$ cat config.mk
export PLATFORM = sky130hd
export DESIGN_NAME = c880_vec_sequencer
export DESIGN_NICKNAME = d
export VERILOG_FILES = /design/src/rtl/c880_seq_pkg.sv /design/src/rtl/misr_reg.sv /design/src/rtl/c880_vec_sequencer.sv
export SDC_FILE = /design/constraint.sdc
export NUM_CORES = 1
export LEC_CHECK = 0
export ABC_CLOCK_PERIOD_IN_PS = 5800
export CAP_MARGIN = 0
export CORE_UTILIZATION = 45
export CTS_BUF_LIST = sky130_fd_sc_hd__clkbuf_4 sky130_fd_sc_hd__clkbuf_8
export DETAILED_ROUTE_END_ITERATION = 16
export PLACE_DENSITY = 0.82
export SYNTH_ARGS = -nofsm -noshare
export SYNTH_HDL_FRONTEND = slang
export SYNTH_SLANG_ARGS = --single-unit
$ cat constraint.sdc
create_clock -name clk -period 5.8 [get_ports clk]
set_input_delay 1.16 -clock clk [delete_from_list [all_inputs] [get_ports clk]]
set_output_delay 1.16 -clock clk [all_outputs]
set_load 0.05 [all_outputs]
$ cat src/rtl/c880_seq_pkg.sv
// Shared types and constants for the c880 vector sequencer.
// Latency: n/a (declarations only).
// Backpressure: n/a.
// Contents: FSM state enum, c880 port widths, 26-bit MISR polynomial,
//           and a helper that sizes the settle counter.
package c880_seq_pkg;

  localparam int C880_VEC_W = 60;
  localparam int C880_OUT_W = 26;

  // x^26 + x^6 + x^2 + x + 1 (the x^26 term is implicit in the shift-out)
  localparam logic [25:0] MISR_POLY_26 = 26'h0000047;

  typedef enum logic [2:0] {
    ST_IDLE,
    ST_FETCH,
    ST_LOAD,
    ST_SETTLE,
    ST_CAPTURE,
    ST_DONE
  } seq_state_e;

  // Counter must hold the value SETTLE; a zero-length settle still needs one bit.
  function automatic int settle_cnt_w(input int settle);
    return (settle > 0) ? $clog2(settle + 1) : 1;
  endfunction

endpackage

$ cat src/rtl/misr_reg.sv
// Multiple-input signature register: compacts a stream of words into one word.
// Latency: signature reflects din one cycle after the en edge.
// Backpressure: none; caller gates with en. clr has priority over en.
// Ports: clk, rst (async high), clr (sync zero), en (fold din), din, sig.
module misr_reg #(
  parameter int            W    = 26,
  parameter logic [W-1:0]  POLY = '0
) (
  input  logic         clk,
  input  logic         rst,
  input  logic         clr,
  input  logic         en,
  input  logic [W-1:0] din,
  output logic [W-1:0] sig
);

  logic [W-1:0] sig_q;
  logic [W-1:0] sig_d;

  always_comb begin
    sig_d = sig_q;
    if (clr) begin
      sig_d = '0;
    end else if (en) begin
      sig_d = {sig_q[W-2:0], 1'b0} ^ (sig_q[W-1] ? POLY : '0) ^ din;
    end
  end

  always_ff @(posedge clk or posedge rst) begin
    if (rst) begin
      sig_q <= '0;
    end else begin
      sig_q <= sig_d;
    end
  end

  assign sig = sig_q;

endmodule

$ cat src/rtl/c880_vec_sequencer.sv
// Steps through VEC_LEN ROM vectors, applies each to the c880 netlist, waits
// SETTLE cycles, captures the response to a valid/ready stream and a MISR.
// Latency: SETTLE+3 cycles per vector with cap_ready high; done one cycle.
// Backpressure: CAPTURE holds cap_data/cap_idx indefinitely until cap_ready.
// Ports: start/busy/done run control; vec_addr/vec_data sync ROM;
//        dut_in/dut_out netlist; cap_* logger stream; signature MISR.
module c880_vec_sequencer
  import c880_seq_pkg::*;
#(
  parameter int                 VEC_W     = C880_VEC_W,
  parameter int                 OUT_W     = C880_OUT_W,
  parameter int                 VEC_LEN   = 64,
  parameter int                 ADDR_W    = 6,
  parameter int                 SETTLE    = 2,
  parameter logic [OUT_W-1:0]   MISR_POLY = MISR_POLY_26
) (
  input  logic              clk,
  input  logic              rst,
  input  logic              start,
  output logic              busy,
  output logic              done,
  output logic [ADDR_W-1:0] vec_addr,
  input  logic [VEC_W-1:0]  vec_data,
  output logic [VEC_W-1:0]  dut_in,
  input  logic [OUT_W-1:0]  dut_out,
  output logic              cap_valid,
  input  logic              cap_ready,
  output logic [OUT_W-1:0]  cap_data,
  output logic [ADDR_W-1:0] cap_idx,
  output logic [OUT_W-1:0]  signature
);

  localparam int                CNT_W      = settle_cnt_w(SETTLE);
  localparam logic [CNT_W-1:0]  SETTLE_CNT = CNT_W'(SETTLE);
  localparam logic [CNT_W-1:0]  CNT_ONE    = CNT_W'(1);
  localparam logic [ADDR_W-1:0] LAST_ADDR  = ADDR_W'(VEC_LEN - 1);
  localparam logic [ADDR_W-1:0] ADDR_ONE   = ADDR_W'(1);

  seq_state_e        state_q;
  logic              busy_q;
  logic              done_q;
  logic              cap_valid_q;
  logic [ADDR_W-1:0] vec_addr_q;
  logic [VEC_W-1:0]  dut_in_q;
  logic [OUT_W-1:0]  cap_data_q;
  logic [ADDR_W-1:0] cap_idx_q;
  logic [CNT_W-1:0]  settle_cnt_q;

  logic misr_clr;
  logic misr_en;

  always_ff @(posedge clk or posedge rst) begin
    if (rst) begin
      state_q      <= ST_IDLE;
      busy_q       <= 1'b0;
      done_q       <= 1'b0;
      cap_valid_q  <= 1'b0;
      vec_addr_q   <= '0;
      dut_in_q     <= '0;
      cap_data_q   <= '0;
      cap_idx_q    <= '0;
      settle_cnt_q <= '0;
    end else begin
      done_q <= 1'b0;
      unique case (state_q)
        ST_IDLE: begin
          if (start) begin
            state_q    <= ST_FETCH;
            vec_addr_q <= '0;
            busy_q     <= 1'b1;
          end
        end
        // ROM registers vec_addr this cycle; data is usable in LOAD.
        ST_FETCH: state_q <= ST_LOAD;
        ST_LOAD: begin
          dut_in_q     <= vec_data;
          settle_cnt_q <= SETTLE_CNT;
          if (SETTLE > 0) begin
            state_q <= ST_SETTLE;
          end else begin
            // Zero settle: response is sampled on the same edge dut_in updates.
            state_q     <= ST_CAPTURE;
            cap_data_q  <= dut_out;
            cap_idx_q   <= vec_addr_q;
            cap_valid_q <= 1'b1;
          end
        end
        ST_SETTLE: begin
          settle_cnt_q <= settle_cnt_q - CNT_ONE;
          if (settle_cnt_q == CNT_ONE) begin
            state_q     <= ST_CAPTURE;
            cap_data_q  <= dut_out;
            cap_idx_q   <= vec_addr_q;
            cap_valid_q <= 1'b1;
          end
        end
        ST_CAPTURE: begin
          if (cap_ready) begin
            cap_valid_q <= 1'b0;
            if (vec_addr_q == LAST_ADDR) begin
              state_q <= ST_DONE;
              busy_q  <= 1'b0;
              done_q  <= 1'b1;
            end else begin
              vec_addr_q <= vec_addr_q + ADDR_ONE;
              state_q    <= ST_FETCH;
            end
          end
        end
        // start is deliberately not looked at here.
        ST_DONE: state_q <= ST_IDLE;
        default: state_q <= ST_IDLE;
      endcase
    end
  end

  assign misr_clr = (state_q == ST_IDLE) && start;
  assign misr_en  = cap_valid_q && cap_ready;

  misr_reg #(
    .W    (OUT_W),
    .POLY (MISR_POLY)
  ) u_misr (
    .clk (clk),
    .rst (rst),
    .clr (misr_clr),
    .en  (misr_en),
    .din (cap_data_q),
    .sig (signature)
  );

  assign busy      = busy_q;
  assign done      = done_q;
  assign vec_addr  = vec_addr_q;
  assign dut_in    = dut_in_q;
  assign cap_valid = cap_valid_q;
  assign cap_data  = cap_data_q;
  assign cap_idx   = cap_idx_q;

endmodule
==> results of run 1 <==
==> metal layers <==
layer  vias to the layer above  GRT usage [%]
li1                       1758              -
met1                      1902           25.5
met2                       160           35.3
met3                        24           5.73
met4                         0           10.0
met5                         -              0
==> Yosys cell counts (all sizes together) <==
| cell | number |
|---|---|
| a22o | 26 |
| nor3b | 2 |
| nor2 | 5 |
| a21oi | 4 |
| xnor2 | 6 |
| nand3 | 5 |
| a211oi | 1 |
| nand2 | 8 |
| nor4bb | 1 |
| buf | 16 |
| a31oi | 1 |
| xor2 | 23 |
| o21ai | 7 |
| or2 | 1 |
| a41oi | 1 |
| nor2b | 1 |
| mux2i | 2 |
| or3 | 2 |
| inv | 6 |
| nor4b | 1 |
| o41ai | 1 |
| mux2 | 92 |
| clkbuf | 4 |
| o211ai | 2 |
| nand4 | 1 |
| nor3 | 2 |
| nand2b | 2 |
| dfrtp | 132 |
| o31ai | 1 |
| o22ai | 1 |
| nand4bb | 1 |
| ha | 2 |
| and3 | 3 |
| a2bb2oi | 2 |
| nor4 | 1 |
| a21bo | 2 |
==> placed cells by master, fill, tap and decap left out, types with 3 or more instances in the layout <==
cell,instances
a21oi_1,3
a22o_1,26
and3_1,3
clkbuf_4,5
clkbuf_8,20
clkdlybuf4s50_1,216
clkinv_2,3
dfrtp_1,132
inv_1,5
mux2_2,64
mux2_4,28
nand2_1,8
nand3_1,4
nor2_1,3
o21ai_0,7
xnor2_1,6
xor2_1,23
==> cell families (layout without fill, tap and decap cells) <==
group,after synthesis,in the layout,share of synthesized area (%)
AO/OA/AOI/OAI,49,49,6.93
adder cells (fa/ha/maj),2,2,0.451
AND/OR/NAND/NOR,36,36,4.38
XOR/XNOR,29,29,4.58
flip-flops,132,132,59.6
multiplexers,94,94,20.9
buffers and inverters,26,254,3.11
==> worst paths after layout <==
kind / start / endpoint / cells past startpoint / slack (ps)
max reg2reg: state_q[2] / dut_in[59] / 4 / 3670
min in group asynchronous: rst / dut_in[25] / 2 / 1320
max: vec_addr[4] / vec_addr[4] / 1 / 2810
min reg2reg: settle_cnt_q[0] / settle_cnt_q[0] / 1 / 500
max in group asynchronous: rst / cap_data[12] / 3 / 3210
min: settle_cnt_q[0] / settle_cnt_q[0] / 1 / 500
==> flip-flops by register name (all words and copies together) (netlist names) <==
name,flops
state_q,3
cap_idx,6
cap_data,26
done,1
vec_addr,6
u_misr.sig,26
cap_valid,1
busy,1
settle_cnt_q,2
dut_in,60
==> stage by stage <==
step	std cells	hold slack, ps	worst slack (ps)	util, %	area (µm²)
global placement	713	481	2770	64.6	7760
detailed placement	713	495	2660	64.6	7760
finish	743	501	2810	67.8	8150
global route	743	522	2720	67.8	8150
CTS	743	509	2790	67.8	8150
floorplan	368	463	1110	-	5540
==> area by class of cell <==
type / count / area [µm²]
Clock buffer: 25 / 313
Clock inverter: 5 / 75.1
Fill cell: 892 / 3860
Inverter: 6 / 25.0
Multi-Input combinational cell: 210 / 2070
Sequential cell: 132 / 3300
Tap cell: 147 / 184
Timing Repair Buffer: 218 / 2180
==> run metrics, run 1 <==
Area contributors post-synth=dfrtp_1 60%, mux2_2 13%, mux2_4 7.6%, a22o_1 4.1%, xor2_1 3.6%; clk slew on worst S/H paths=70 ps; Root Buffer=clkbuf_8; GP Congestion=0.806; DRC=0; Unique masters post-synth=43; DR WL met2=6290 µm; hold buffer count at cts=0; # diodes=0; fmax=334 MHz; slowest CP cell=clkdlybuf4s50_1; synthesized net count=460; CP delay by family, top=buffers and inverters; Metal-1 WL=5420 µm; RSZ-0062 raised after global routing=no; H-tree depth=4; clk_lat worst skew=430 ps; cell taking the most area after synthesis=dfrtp_1; startpoint types=flip-flop; synthesis-stage register bit count=132; per-cell routed wire length=17.3 µm; Arr. time, crit path=1830 ps; Finish-stage setup viols=0; Via density=5.17; fin crit share=51.6%; CTS tree=yes; vias in the first global route=4079; DRT Wirelength=12900 µm; max incr delay on CP=870 ps; die height=113 µm; WP buf/inv=1; Initial Utilization=46.1%; Boundary Pins=217; Setup CP Type=flip-flop to primary output; status=finished, final reports clean; Max-cap violations=0; Synth-to-Final Area Change=47.0%; Tmin final=2990 ps; Vias=3844; Final #Nets=677; Worst Tran Pin Value=1120 ps; Gate Count Post-Synth=368; routed length on met3=799 µm; Die Footprint=12800 µm²; gr ovfl total=0; gr usage total=21.1%; drt first pass iters=5; area fraction of the dominant cell type after synthesis=59.6%; Slew Limit Fails=0; Crit Path Max Fanout=10; Post-CTS Repair Setup Buffers=0; final hold vios=0; initial antenna violation count=0; Rows=40; worst slew margin relative to its limit=25.3%; global-route wire length before repair=20800 µm; largest net degree at the start of global routing=82; sequential area share after synthesis=59.6%; share of cells above drive strength 1=22.7%; port bufs=216; post-CTS sizing=0; CTS Buf Count=17; Setup Skew=10.8 ps; highest metal used=met4; initial DRC count=180; clk sinks=132; core box area=12000 µm²; Critical Path RT=4640 ps; mean post-synth cell area=15.1 µm²; Worst Hold Class=flip-flop to flip-flop; cell area after synthesis=5540 µm²; Clock Tree Buf Depth=2; Die Width=113 µm; post-route ant nets=0; total negative slack=0 ps; HPWL after DPL=8990 µm; Crit. End Element=primary output; critical path cell sequence=clkdlybuf4s50_1; YS warnings=0
Power of run 1 is left out: the tool's default activity adds up to more than one toggle a clock period on the data nets, which glitch-free logic cannot reach.
==> run 2: changes to the inputs <==
Settings changed: ABC_CLOCK_PERIOD_IN_PS 5800 to 2500, CORE_UTILIZATION 45 to 41, PLACE_DENSITY 0.82 to 0.79.
Clock period 5.8 ns to 2.5 ns, I/O delays scaled along.
==> run 2 against run 1 <==
  * First-iteration DRC count decreased by 3.3%
  * Critical path depth stayed put
  * Design area rose by 2.1%
  * Setup slack lost 2600 ps
  * Critical path type unchanged
  * Critical endpoint unchanged
==> run metrics, run 2 (same netlist as run 1, synthesis figures left out) <==
global-route wire length before repair=20500 µm; critical path cell sequence=clkdlybuf4s50_1; worst slew margin relative to its limit=24.4%; initial antenna violation count=0; Crit Path Max Fanout=10; Die Width=118 µm; H-tree depth=4; # diodes=0; final instance area=8320 µm²; Root Buffer=clkbuf_8; post-CTS sizing=0; vias in the first global route=3893; slowest CP cell=clkdlybuf4s50_1; post-route ant nets=0; die height=118 µm; DRT Wirelength=12700 µm; total negative slack=0 ps; final hold vios=0; Setup CP Type=flip-flop to primary output; initial DRC count=174; port bufs=216; commonest non-fill, non-tap cells in the layout=216 x clkdlybuf4s50_1, 132 x dfrtp_1, 64 x mux2_2; critical path depth=1; Slew Limit Fails=0; hold buffer count at cts=0; Max-cap violations=0; clk sinks=132; fin crit share=92.9%; Tmin final=2320 ps; final non-filler cell total=777; clk slew on worst S/H paths=70 ps; largest net degree at the start of global routing=69; Die Footprint=14000 µm²; hold path depth=1; startpoint types=flip-flop; R2R depth=4; Clock Tree Buf Depth=2; critical path startpoint=vec_addr[4]; Synth-to-Final Area Change=50.0%; Final #Nets=680; Critical Path RT=2000 ps; DRC=0; HPWL after DPL=8860 µm; Boundary Pins=217; max incr delay on CP=870 ps; Worst Hold Class=flip-flop to flip-flop; core box area=13200 µm²; placed cell areas=7860 µm²; CTS Buf Count=17; RR Startpoint=state_q[1]; Worst Tran Pin Value=1130 ps; RSZ-0062 raised after global routing=no; per-cell routed wire length=16.4 µm; fmax=431 MHz; status=finished, final reports clean; drt first pass iters=4; clk_lat worst skew=430 ps; WP buf/inv=1; most common cell after layout, fill and taps aside=clkdlybuf4s50_1; GP Congestion=0.814; Setup Skew=11.1 ps; Crit. End Element=primary output; gr usage total=18.9%; placed cell count=745; Rows=42; number of flip-flops under the largest register name=60; worst hold start=dut_in[22]; Vias=3816; gr ovfl total=0; share of cells above drive strength 1=23.3%; CP delay by family, top=buffers and inverters; Finish-stage setup viols=0; Via density=4.91; Initial Utilization=42.0%; CTS tree=yes; Arr. time, crit path=1820 ps; Post-CTS Repair Setup Buffers=0
-- run 2: metrics by stage --
step	hold WS [ps]	worst slack, ps	utilization [%]
floorplan	463	363	-
global placement	488	206	59.6
detailed placement	495	128	59.6
CTS	511	147	63.1
global route	520	67.9	63.1
finish	505	178	63.1
-- run 2: path summary, 6_finish.rpt --
check                                to  slack, ps
min in group asynchronous     dut_in[7]        570
setup / recovery            vec_addr[4]        180
hold / removal               dut_in[22]        510
max in group asynchronous    cap_idx[2]       1600
hold reg to reg              dut_in[22]        510
setup reg to reg           cap_data[21]        440
-- run 2: worst reg2reg max path, stage by stage (launching register included) --
cell,delay (ps)
dfrtp_1,570
nor2b_4,260
nand3_4,440
buf_4,380
mux2_4,300
-- run 2: layout make-up --
class                           instances  area, µm²
Clock inverter                          9        148
Sequential cell                       132       3300
Tap cell                              176        220
Clock buffer                           23        310
Fill cell                             971       4870
Inverter                                6       26.3
Multi-Input combinational cell        210       2070
Timing Repair Buffer                  221       2240
-- run 2: per-layer routing --
layer / track usage [%] / share of wire (%) / up-vias
li1: - / - / 1770
met1: 24.9 / 45 / 1861
met2: 28.8 / 46 / 173
met3: 7.19 / 7.9 / 12
met4: 5.61 / 1.0 / 0
met5: 0 / 0 / -
Power of run 2 is left out for the same reason.
==> run 3: changes to the inputs <==
Settings changed: CTS_BUF_LIST sky130_fd_sc_hd__clkbuf_4 sky130_fd_sc_hd__clkbuf_8 to sky130_fd_sc_hd__clkbuf_4.
==> run 3 against run 2 <==
  * Final cell count did not move
  * Global-route usage fell by 0.12 points
  * Via count did not move
  * Wire length fell by 0.50%
  * Largest cell class unchanged
==> run metrics, run 3 (same netlist as run 1, synthesis figures left out) <==
Worst Tran Pin Value=1130 ps; Vias=3816; number of flip-flops under the largest register name=60; gr ovfl total=0; clk slew on worst S/H paths=110 ps; # fillers=996; post-route ant nets=0; HPWL after DPL=8860 µm; Worst Hold Class=input port to async pin; final hold vios=0; CP delay by family, top=buffers and inverters; DRC=0; Die Footprint=14000 µm²; Finish-stage setup viols=0; Clock Tree Buf Depth=2; share of cells above drive strength 1=22.5%; # diodes=0; Final #Nets=680; Root Buffer=clkbuf_4; Tmin final=2330 ps; gr usage total=18.8%; Arr. time, crit path=1830 ps; drt first pass iters=4; initial antenna violation count=0; sequential cell area=3300 µm²; CTS Buf Count=17; CTS tree=yes; Slew Limit Fails=0; max incr delay on CP=850 ps; clk_lat worst skew=520 ps; clk sinks=132; per-cell routed wire length=16.3 µm; slowest CP cell=clkdlybuf4s50_1; RSZ-0062 raised after global routing=no; Synth-to-Final Area Change=47.4%; WP buf/inv=1; commonest non-fill, non-tap cells in the layout=211 x clkdlybuf4s50_1, 132 x dfrtp_1, 64 x mux2_2; hold buffer count at cts=0; area of the multi-input gates=2070 µm²; most common cell after layout, fill and taps aside=clkdlybuf4s50_1; status=finished, final reports clean; Initial Utilization=42.0%; fmax=429 MHz; startpoint types=flip-flop; critical path cell sequence=clkdlybuf4s50_1; Die Width=118 µm; total negative slack=0 ps; Max-cap violations=0; initial DRC count=189; Via density=4.91; Setup Skew=13.4 ps; global-route wire length before repair=20400 µm; port bufs=216; fin crit share=93.3%; H-tree depth=4; Post-CTS Repair Setup Buffers=0; core box area=13200 µm²; GP Congestion=0.814; largest net degree at the start of global routing=69; die height=118 µm; Setup CP Type=flip-flop to primary output; Crit Path Max Fanout=6; Boundary Pins=217; Critical Path RT=2000 ps; Crit. End Element=primary output; worst slew margin relative to its limit=24.9%; DRT Wirelength=12600 µm; Rows=42; vias in the first global route=3894
==> run 3: changes by cell type in the layout (fill, tap and decap cells not counted) <==
| cell | before | now |
|---|---|---|
| dlymetal6s2s_1 | 0 | 5 |
| clkinv_1 | 0 | 5 |
| clkbuf_8 | 22 | 0 |
| clkdlybuf4s50_1 | 216 | 211 |
| clkbuf_4 | 1 | 18 |
==> run 3: per-stage QoR <==
step / util, % / area [µm²] / setup WS, ps / std cells / hold WS (ps)
2_1_floorplan: - / 5550 / 363 / 368 / 463
3_3_place_gp: 59.6 / 7860 / 206 / 745 / 488
3_5_place_dp: 59.6 / 7860 / 128 / 745 / 495
4_1_cts: 61.9 / 8160 / 13.5 / 777 / 453
5_1_grt: 62.0 / 8170 / 57.8 / 777 / 480
6_report: 62.0 / 8170 / 168 / 777 / 487
==> run 3: final timing paths <==
kind	from	endpoint	slack, ps	depth (start not counted)
min reg2reg	dut_in[22]	dut_in[22]	510	1
max in group asynchronous	rst	cap_idx[2]	1710	3
min in group clk	dut_in[22]	dut_in[22]	510	1
min	rst	dut_in[7]	490	3
max reg2reg	state_q[1]	cap_data[22]	430	4
max	vec_addr[0]	vec_addr[0]	170	1
==> run 3: final cells by class <==
type / count / share of cell area (%)
Clock buffer: 18 / 1.65
Clock inverter: 14 / 2.04
Timing Repair Buffer: 221 / 27.5
Multi-Input combinational cell: 210 / 25.4
Sequential cell: 132 / 40.4
Tap cell: 176 / 2.69
Inverter: 6 / 0.321
==> run 3: repair_timing <==
action	4_1_cts	5_1_grt
gates resized for setup	0	5
endpoints found under the setup margin	0	5
hold endpoints to repair	0	0
==> run 3: worst reg2reg max path: cells and delay by family, from the launching register on <==
kind | cells | cell delay (ps)
and+or+nand+nor | 2 | 690
muxes | 1 | 290
buffers and inverters | 1 | 390
DFF | 1 | 590
==> run 3: per-layer routing <==
| metal | share of wire (%) | GRT usage [%] |
|---|---|---|
| met5 | 0 | 0 |
| met4 | 1.1 | 6.09 |
| met3 | 7.4 | 6.95 |
| met2 | 46 | 28.7 |
| met1 | 45 | 24.6 |
Power of run 3 is left out for the same reason.
